===== config.mk =====
export PLATFORM = sky130hd
export DESIGN_NAME = instr_loader
export DESIGN_NICKNAME = d
export VERILOG_FILES = /design/src/rtl/mips_pkg.sv /design/src/rtl/byte_packer.sv /design/src/rtl/instr_loader.sv
export SDC_FILE = /design/constraint.sdc
export NUM_CORES = 1
export LEC_CHECK = 0
export CAP_MARGIN = 15
export CORE_UTILIZATION = 35
export CTS_CLUSTER_SIZE = 20
export DETAILED_ROUTE_END_ITERATION = 8
export SLEW_MARGIN = 20
export SYNTH_ARGS = -nofsm -noshare
export SYNTH_HDL_FRONTEND = slang
export SYNTH_SLANG_ARGS = --single-unit

===== constraint.sdc =====
create_clock -name clk -period 10.1 [get_ports clk]
set_clock_uncertainty 0.1 [all_clocks]
set_input_delay 1.515 -clock clk [delete_from_list [all_inputs] [get_ports clk]]
set_output_delay 1.515 -clock clk [all_outputs]
set_load 0.03 [all_outputs]

===== src/rtl/mips_pkg.sv =====
// Shared MIPS-side constants: datapath width, opcodes, loader commands and
// the loader FSM state encodings.
package mips_pkg;

    localparam int unsigned DATA_WIDTH = 32;

    localparam logic [5:0] OP_RTYPE = 6'h00;
    localparam logic [5:0] OP_ADDI  = 6'h08;
    localparam logic [5:0] OP_LW    = 6'h23;
    localparam logic [5:0] OP_SW    = 6'h2B;
    localparam logic [5:0] OP_BEQ   = 6'h04;
    localparam logic [5:0] OP_J     = 6'h02;
    localparam logic [5:0] OP_HALT  = 6'h3F;

    localparam logic [DATA_WIDTH-1:0] HALT_INSTR = 32'hFC00_0000;

    localparam logic [7:0] CMD_LOAD = 8'h4C;
    localparam logic [7:0] CMD_RUN  = 8'h52;
    localparam logic [7:0] CMD_STEP = 8'h53;

    typedef enum logic [2:0] {
        ST_IDLE = 3'd0,
        ST_LOAD = 3'd1,
        ST_RUN  = 3'd2,
        ST_STEP = 3'd3,
        ST_DONE = 3'd4
    } state_t;

endpackage


===== src/rtl/byte_packer.sv =====
// Packs incoming bytes little-endian into 32-bit words; word_done pulses
// for one cycle, the cycle after the fourth byte, with word holding the result.
module byte_packer
    import mips_pkg::*;
(
    input  logic                  clk,
    input  logic                  reset,
    input  logic                  clear,
    input  logic                  byte_valid,
    input  logic [7:0]            byte_in,
    output logic [DATA_WIDTH-1:0] word,
    output logic                  word_done
);

    logic [1:0]            idx_q;
    logic [DATA_WIDTH-1:0] shreg_q;
    logic [DATA_WIDTH-1:0] word_q;
    logic                  done_q;
    logic [DATA_WIDTH-1:0] shifted;

    // New byte enters at the top; after four shifts the first byte sits in [7:0].
    assign shifted = {byte_in, shreg_q[DATA_WIDTH-1:8]};

    always_ff @(posedge clk or posedge reset) begin
        if (reset) begin
            idx_q   <= '0;
            shreg_q <= '0;
            word_q  <= '0;
            done_q  <= 1'b0;
        end else begin
            done_q <= 1'b0;
            if (clear) begin
                idx_q <= '0;
            end else if (byte_valid) begin
                shreg_q <= shifted;
                idx_q   <= idx_q + 2'd1;
                if (idx_q == 2'd3) begin
                    word_q <= shifted;
                    done_q <= 1'b1;
                end
            end
        end
    end

    assign word      = word_q;
    assign word_done = done_q;

endmodule


===== src/rtl/instr_loader.sv =====
// UART-driven program loader and run controller: writes received words into
// instruction memory, then runs or single-steps the core until it halts.
module instr_loader
    import mips_pkg::*;
#(
    parameter int unsigned IMEM_DEPTH = 256,
    parameter int unsigned CNT_WIDTH  = 32
) (
    input  logic                  clk,
    input  logic                  reset,
    input  logic [7:0]            rx_data,
    input  logic                  rx_valid,
    input  logic                  halt,
    output logic                  imem_we,
    output logic [DATA_WIDTH-1:0] imem_addr,
    output logic [DATA_WIDTH-1:0] imem_wdata,
    output logic                  cpu_reset,
    output logic                  cpu_en,
    output logic                  load_err,
    output logic [CNT_WIDTH-1:0]  run_cycles,
    output logic [2:0]            state_o
);

    localparam int unsigned WIDX_W = $clog2(IMEM_DEPTH) + 1;
    localparam logic [WIDX_W-1:0] DEPTH_IDX = WIDX_W'(IMEM_DEPTH);

    state_t                state_q, state_d;
    logic [WIDX_W-1:0]     word_idx_q;
    logic                  load_err_q;
    logic [CNT_WIDTH-1:0]  run_cycles_q;
    logic                  step_q, step_d;
    logic                  restart_q, restart_d;
    logic                  restart_run_q, restart_run_d;

    logic                  clear_load;
    logic                  clear_cnt;
    logic                  we_c;
    logic                  set_err;
    logic                  en_c;
    logic                  rst_c;

    logic [DATA_WIDTH-1:0] word;
    logic                  word_done;
    logic                  pack_valid;

    assign pack_valid = rx_valid && (state_q == ST_LOAD);

    byte_packer u_packer (
        .clk        (clk),
        .reset      (reset),
        .clear      (clear_load),
        .byte_valid (pack_valid),
        .byte_in    (rx_data),
        .word       (word),
        .word_done  (word_done)
    );

    always_ff @(posedge clk or posedge reset) begin
        if (reset) begin
            state_q       <= ST_IDLE;
            word_idx_q    <= '0;
            load_err_q    <= 1'b0;
            run_cycles_q  <= '0;
            step_q        <= 1'b0;
            restart_q     <= 1'b0;
            restart_run_q <= 1'b0;
        end else begin
            state_q       <= state_d;
            step_q        <= step_d;
            restart_q     <= restart_d;
            restart_run_q <= restart_run_d;
            if (clear_load) begin
                word_idx_q <= '0;
                load_err_q <= 1'b0;
            end else begin
                if (we_c)
                    word_idx_q <= word_idx_q + WIDX_W'(1);
                if (set_err)
                    load_err_q <= 1'b1;
            end
            if (clear_cnt)
                run_cycles_q <= '0;
            else if (en_c && (run_cycles_q != '1))
                run_cycles_q <= run_cycles_q + CNT_WIDTH'(1);
        end
    end

    always_comb begin
        state_d       = state_q;
        step_d        = 1'b0;
        restart_d     = 1'b0;
        restart_run_d = restart_run_q;
        clear_load    = 1'b0;
        clear_cnt     = 1'b0;
        we_c          = 1'b0;
        set_err       = 1'b0;
        en_c          = 1'b0;
        rst_c         = 1'b0;
        case (state_q)
            ST_IDLE: begin
                rst_c = 1'b1;
                if (rx_valid) begin
                    case (rx_data)
                        CMD_LOAD: begin state_d = ST_LOAD; clear_load = 1'b1; end
                        CMD_RUN:  begin state_d = ST_RUN;  clear_cnt  = 1'b1; end
                        CMD_STEP: begin state_d = ST_STEP; clear_cnt  = 1'b1; end
                        default:  ;
                    endcase
                end
            end
            ST_LOAD: begin
                rst_c = 1'b1;
                if (word_done) begin
                    if (word_idx_q == DEPTH_IDX) begin
                        set_err = 1'b1;
                        state_d = ST_IDLE;
                    end else begin
                        we_c = 1'b1;
                        if (word == HALT_INSTR)
                            state_d = ST_IDLE;
                    end
                end
            end
            ST_RUN: begin
                if (halt)
                    state_d = ST_DONE;
                else
                    en_c = 1'b1;
            end
            ST_STEP: begin
                if (halt) begin
                    state_d = ST_DONE;
                end else begin
                    en_c = step_q;
                    if (rx_valid && rx_data == CMD_STEP)
                        step_d = 1'b1;
                    else if (rx_valid && rx_data == CMD_RUN)
                        state_d = ST_RUN;
                end
            end
            ST_DONE: begin
                // Restart holds DONE one extra cycle so the core sees a reset pulse.
                if (restart_q) begin
                    rst_c     = 1'b1;
                    clear_cnt = 1'b1;
                    state_d   = restart_run_q ? ST_RUN : ST_STEP;
                end else if (rx_valid) begin
                    case (rx_data)
                        CMD_LOAD: begin state_d = ST_LOAD; clear_load = 1'b1; end
                        CMD_RUN:  begin restart_d = 1'b1; restart_run_d = 1'b1; end
                        CMD_STEP: begin restart_d = 1'b1; restart_run_d = 1'b0; end
                        default:  ;
                    endcase
                end
            end
            default: state_d = ST_IDLE;
        endcase
    end

    assign imem_we    = we_c;
    assign imem_addr  = DATA_WIDTH'({word_idx_q, 2'b00});
    assign imem_wdata = word;
    assign cpu_reset  = rst_c;
    assign cpu_en     = en_c;
    assign load_err   = load_err_q;
    assign run_cycles = run_cycles_q;
    assign state_o    = state_q;

endmodule


==> results of run 1 <==
-- routing by layer --
layer,vias up,wire (µm)
met5,-,0
met4,0,70
met3,4,650
met2,114,5890
met1,2052,5620
li1,1959,-
-- cells by family (layout without fill, tap and decap cells) --
| family | Yosys count | in the layout | share of synthesized area (%) |
|---|---|---|---|
| simple gates | 228 | 228 | 22.6 |
| flops | 107 | 107 | 51.8 |
| compound gates | 74 | 74 | 9.32 |
| buf+inv | 52 | 122 | 5.66 |
| mux | 35 | 35 | 7.55 |
| xor+xnor | 12 | 12 | 2.03 |
| fa+ha+maj | 4 | 4 | 0.968 |
| other cells | 1 | 23 | 0.0725 |
-- tightest hold or removal path: stages, from the launching register on --
cell and delay [ns]:
dfrtp_1 0.34, nand2_1 0.05, nand2_1 0.05
-- sequential cells by signal (all words and copies together) (netlist names) --
| name | cells |
|---|---|
| load_err | 1 |
| restart_q | 1 |
| run_cycles | 32 |
| u_packer.shreg_q | 24 |
| restart_run_q | 1 |
| state_o | 3 |
| step_q | 1 |
| u_packer.word_done | 1 |
| u_packer.word | 32 |
| u_packer.idx_q | 2 |
| word_idx_q | 9 |
-- final cells by class --
cell class              instances  share of cell area [%]
flip-flops and latches        107                    41.4
multi-input cells             376                    35.3
clock buffers                  10                    3.69
clock inverters                 6                   0.986
well taps                     184                    3.56
repair buffers                 94                    14.4
inverters                      12                   0.734
-- through the flow --
step | util (%) | std cells | total power [mW] | instance area, µm²
3_5_place_dp | 42.6 | 773 | 1.18 | 6170
5_1_grt | 44.7 | 789 | 1.62 | 6470
6_report | 44.7 | 789 | 1.53 | 6470
4_1_cts | 44.7 | 789 | 1.55 | 6470
3_3_place_gp | 42.6 | 773 | 1.18 | 6170
2_1_floorplan | - | 535 | 0.959 | 5250
-- layout by cell type (no fill, tap or decap), types with 6 or more instances in the layout --
master | Yosys | routed
nand3_1 | 14 | 14
or3_1 | 6 | 6
inv_1 | 12 | 11
o31ai_1 | 10 | 10
a21oi_1 | 19 | 19
clkbuf_16 | 0 | 9
nand4_1 | 12 | 12
conb_1 | 1 | 23
clkdlybuf4s50_1 | 0 | 91
nor2_1 | 24 | 24
and4_1 | 7 | 7
nand2_1 | 107 | 107
o21a_1 | 8 | 8
mux2_2 | 32 | 32
nor4_1 | 10 | 10
dfrtp_1 | 107 | 107
nor3_1 | 8 | 8
xor2_1 | 6 | 6
xnor2_1 | 6 | 6
o21ai_0 | 16 | 16
or4_1 | 8 | 8
-- final timing paths --
path | cells past startpoint | start | slack, ns | to
setup / recovery | 5 | halt | 5.24 | cpu_en
hold / removal | 2 | u_packer.shreg_q[13] | 0.38 | u_packer.shreg_q[13]
setup reg to reg | 5 | state_o[2] | 7.25 | u_packer.word[30]
hold reg to reg | 2 | u_packer.shreg_q[13] | 0.38 | u_packer.shreg_q[13]
max in group asynchronous | 3 | reset | 7.22 | u_packer.idx_q[1]
min in group asynchronous | 2 | reset | 1.45 | run_cycles[10]
-- power by group --
part	total [mW]	switching, mW	internal (mW)
Combinational	0.541	0.302	0.239
Clock	0.359	0.177	0.182
Sequential	0.632	0.0969	0.535
==> metrics.yaml, run 1 <==
grt:
  overflow: 0
  grt_pass1_wl_um: 19900
  antenna_found_initial: 0
  use_met2_pct: 27.0
  grt_max_degree: 70
  track_usage_pct: 17.0
  grt_pass1_vias: 3960
  grt_use_met1_pct: 22.4
  busiest_layer: "met2"
  use_met3_pct: 4.47
route:
  viasPerCell: 5.23
  totalWireLength_um: 12200
  antenna_left: 0
  drc_errors: 0
  drt_first_pass_iters: 4
  wl_per_cell_um: 15.5
  drt_iter0_markers: 271
  vias: 4129
logic_synthesis:
  synth-main-ff-cell: "dfrtp_1"
  syn_inst: 513
  yosysTopAreaCell: "dfrtp_1"
  yosys.area.top_type_share_pct: 51.8
  avgSynthCellArea_um2: 10.1
  synth-seq-cells: 107
  synth_common_cells: "dfrtp_1, nand2_1, mux2_2, nor2_1, buf_4"
  synth-edff-count: 0
  synth_area_leaders: "dfrtp_1, nand2_1, mux2_2"
  async_reset_ff_share_pct: 100
  synth.distinct_cells: 61
  synth_seq_area_share_pct: 51.8
  synth_warnings: 0
  synth_area_um2: 5170
critical_path:
  cp_cell_sequence: "clkdlybuf4s50_1, nor3b_4, nand2_1, inv_1, clkdlybuf4s50_1"
  cp.arrival_ns: 3.25
  critPathMaxStageDelay_ns: 0.68
  critPathSlowestCell: "clkdlybuf4s50_1"
  cp_num_buf_inv: 3
  end_kind: "primary output"
  cp_max_fo: 7
  required_ns: 8.49
  worst_setup_path_start_kind: "input port"
  cp_top_family: "buffers and inverters"
  cpMostUsedCell: "clkdlybuf4s50_1"
  path_class: "in -> out"
floorplan:
  die_h_um: 124
  fp.dieW_um: 124
  dieArea_um2: 15300
  boundaryPins: 115
  num_rows: 44
  core_area_um2: 14500
  start_util_pct: 35.7
timing:
  finalCritPeriodShare_pct: 48.2
  fmaxAchievable_ghz: 0.206
  worst_slack_ns: 5.24
  rsz0062_at_grt: "false"
  hold_violations: 0
  finalSetupViolations: 0
  hold_ws_ns: 0.375
  worst_pin_slew_ns: 1.05
  slew_viol_final: 0
  fin_crit_ns: 4.86
  fin_tns_setup_ns: 0
  slew-limit-headroom_pct: 30.2
cts:
  hold_buffers: 0
  clock_latency_ns: 0.35
  cts_htree_levels: 3
  cts_tree: "done"
  cts_setup_buffers: 0
  post_cts_resize_count: 0
  root_buffer: "clkbuf_16"
  cts_made_buffers: 9
  path_clk_slew_ns: 0.08
  cts.sinks: 107
  clockBufferDepth: 2
cells_and_area:
  num_antenna_cells: 0
  multiInputGateArea_um2: 2280
  area_delta_synth_final_pct: 25.2
  regArea_um2: 2680
  layout-drive-gt1-share_pct: 10.7
  fin_nets: 616
  fillerInstances: 1390
power_and_ir_drop:
  ir_worst_vdd_mv: 0.187
  power_density_nw_per_um2: 237
  leakage_nw: 2.76
placement:
  dp_slack_ns: 5.23
  hpwl_um: 8460
  port_buffers: 91
  gp_congestion: 0.787
outcome:
  outcome: "finished, final reports clean"
job:
  cap_violations: 0
min_path:
  hp-class: "reg -> reg"
Power figures use the tool's default switching activity.
==> inputs of run 2 (changes only) <==
clock period = 4.9 ns   (was 10.1 ns; I/O delays follow)
==> run 2 against run 1 <==
Clock-buffer cell count unchanged. Combinational power increased by 110%. Global-route usage decreased by 0.089 points. Hold slack improved by 0.0017 ns. Critical path depth unchanged. Clock power increased by 100%. Worst setup slack got worse by 3.7 ns. Utilization increased by 0.19 points. Sequential power increased by 110%. Via count decreased by 0.31%. Cell count increased by 0.38%. Critical path type unchanged.
==> metrics.yaml, run 2 (synthesized netlist as in run 1, its figures left out) <==
cts:
  clock_latency_ns: 0.36  # was 0.35 ns
  cts.sinks: 107  # unchanged
  post_cts_resize_count: 0  # unchanged
  cts_made_buffers: 9  # unchanged
  cts_htree_levels: 3  # unchanged
  cts_setup_buffers: 0  # unchanged
  clockBufferDepth: 2  # unchanged
  root_buffer: "clkbuf_16"  # unchanged
  path_clk_slew_ns: 0.08  # about the same
  hold_buffers: 0  # unchanged
  cts_tree: "done"  # unchanged
power_and_ir_drop:
  clock_power_share_pct: 23.2  # was 23.4%
  swShare_pct: 37.5  # was 37.6%
  leakage_nw: 2.77  # was 2.76 nW
  pwr-share-comb_pct: 35.4  # was 35.3%
  power.switching_mw: 1.18  # was 0.576 mW
  seqPwrFrac_pct: 41.4  # was 41.3%
  ir_worst_vdd_mv: 0.353  # was 0.187 mV
  power_density_nw_per_um2: 485  # was 237 nW/µm²
  p_int_mw: 1.97  # was 0.956 mW
grt:
  antenna_found_initial: 0  # unchanged
  overflow: 0  # unchanged
  grt_pass1_vias: 3830  # was 3,960
  grt_max_degree: 42  # was 70
  grt_pass1_wl_um: 19700  # was 19,900 µm
  track_usage_pct: 16.9  # was 17.0%
critical_path:
  cp_cell_sequence: "clkdlybuf4s50_1, nor3b_4, nand2_1, inv_1, clkdlybuf4s50_1"  # unchanged
  cp_top_family: "buffers and inverters"  # unchanged
  required_ns: 4.07  # was 8.49 ns
  critPathMaxStageDelay_ns: 0.68  # about the same
  cp.arrival_ns: 2.50  # was 3.25 ns
  cpMostUsedCell: "clkdlybuf4s50_1"  # unchanged
  critPathSlowestCell: "clkdlybuf4s50_1"  # unchanged
  worst_setup_path_start_kind: "input port"  # unchanged
  cp_num_buf_inv: 3  # unchanged
  cp_max_fo: 7  # unchanged
  end_kind: "primary output"  # unchanged
  path_class: "in -> out"  # unchanged
floorplan:
  core_area_um2: 14500  # unchanged
  dieArea_um2: 15300  # unchanged
  start_util_pct: 35.7  # unchanged
  fp.dieW_um: 124  # unchanged
  die_h_um: 124  # unchanged
  num_rows: 44  # unchanged
  boundaryPins: 115  # unchanged
timing:
  worst_pin_slew_ns: 0.916  # was 1.05 ns
  finalCritPeriodShare_pct: 68.0
  fmaxAchievable_ghz: 0.300
  slew-limit-headroom_pct: 38.8  # was 30.2%
  fin_tns_setup_ns: 0  # unchanged
  fin_crit_ns: 3.33
  finalSetupViolations: 0  # unchanged
  worst_slack_ns: 1.57  # was 5.24 ns
  hold_violations: 0  # unchanged
  rsz0062_at_grt: "false"  # unchanged
  slew_viol_final: 0  # unchanged
route:
  totalWireLength_um: 12300  # was 12,200 µm
  wl_per_cell_um: 15.5  # about the same
  vias: 4116  # was 4,129
  viasPerCell: 5.20  # was 5.23
  antenna_left: 0  # unchanged
  drt_iter0_markers: 235  # was 271
  drt_first_pass_iters: 4  # unchanged
  drc_errors: 0  # unchanged
cells_and_area:
  fin_cells: 792  # was 789
  area_delta_synth_final_pct: 25.7  # was 25.2%
  fin_nets: 619  # was 616
  final_cell_mix: "nand2_1, dfrtp_1, clkdlybuf4s50_1"  # unchanged
  num_antenna_cells: 0  # unchanged
  layout-drive-gt1-share_pct: 11.2  # was 10.7%
placement:
  place_inst: 776  # was 773
  dp_slack_ns: 1.59  # was 5.23 ns
  port_buffers: 91  # unchanged
  gp_congestion: 0.809  # was 0.787
  hpwl_um: 8610  # was 8460 µm
outcome:
  outcome: "finished, final reports clean"  # unchanged
job:
  cap_violations: 0  # unchanged
min_path:
  hp-class: "reg -> reg"  # unchanged
## run 2: cell types whose count changed in the layout (fill, tap and decap cells not counted), sizes merged
| cell | previous run | this run |
|---|---|---|
| buf | 3 | 6 |
| clkinvlp | 0 | 1 |
| inv | 16 | 15 |
## run 2: path summary, 6_finish.rpt
path	start	endpoint	slack (ns)	depth (start not counted)
worst max-delay path	halt	cpu_en	1.57	5
worst min-delay path	u_packer.shreg_q[10]	u_packer.shreg_q[10]	0.38	2
worst max register to register	run_cycles[3]	run_cycles[30]	2.25	5
worst min register to register	u_packer.shreg_q[10]	u_packer.shreg_q[10]	0.38	2
max in group asynchronous	reset	u_packer.word[0]	3.16	3
min in group asynchronous	reset	run_cycles[9]	0.69	2
## run 2: metrics by stage
stage	hold WS, ns	total power, mW	util, %	cell area [µm²]
2_1_floorplan	0.342	1.98	-	5250
3_3_place_gp	0.361	2.43	42.8	6190
3_5_place_dp	0.364	2.44	42.8	6190
4_1_cts	0.381	3.19	44.9	6500
5_1_grt	0.401	3.33	44.9	6500
6_report	0.377	3.15	44.9	6500
## run 2: final cells by class
cell class              count  area [µm²]
clock inverters             6        68.8
clock buffers              10         239
inverters                  12        47.5
multi-input cells         376        2280
fillers                  1393        7980
flip-flops and latches    107        2680
repair buffers             97         956
well taps                 184         230
## run 2: power by group through the flow
stage	clock [mW]	combinational, mW	sequential (mW)
2_1_floorplan	0	0.374	1.60
3_3_place_gp	0	1.11	1.32
3_5_place_dp	0	1.12	1.32
4_1_cts	0.757	1.13	1.30
5_1_grt	0.795	1.19	1.34
6_report	0.731	1.12	1.31
## run 2: per-layer routing
| metal | share of wire, % | vias to the layer above | GRT usage, % | wire length [µm] |
|---|---|---|---|---|
| li1 | - | 1964 | - | - |
| met1 | 46 | 2023 | 23.1 | 5720 |
| met2 | 47 | 123 | 26.4 | 5780 |
| met3 | 5.7 | 6 | 3.78 | 706 |
| met4 | 0.79 | 0 | 5.65 | 97 |
| met5 | 0 | - | 0 | 0 |
## run 2: tightest hold or removal path, stage by stage, from the launching register on
cell,delay [ns]
dfrtp_1,0.35
nand2_1,0.05
nand2_1,0.05
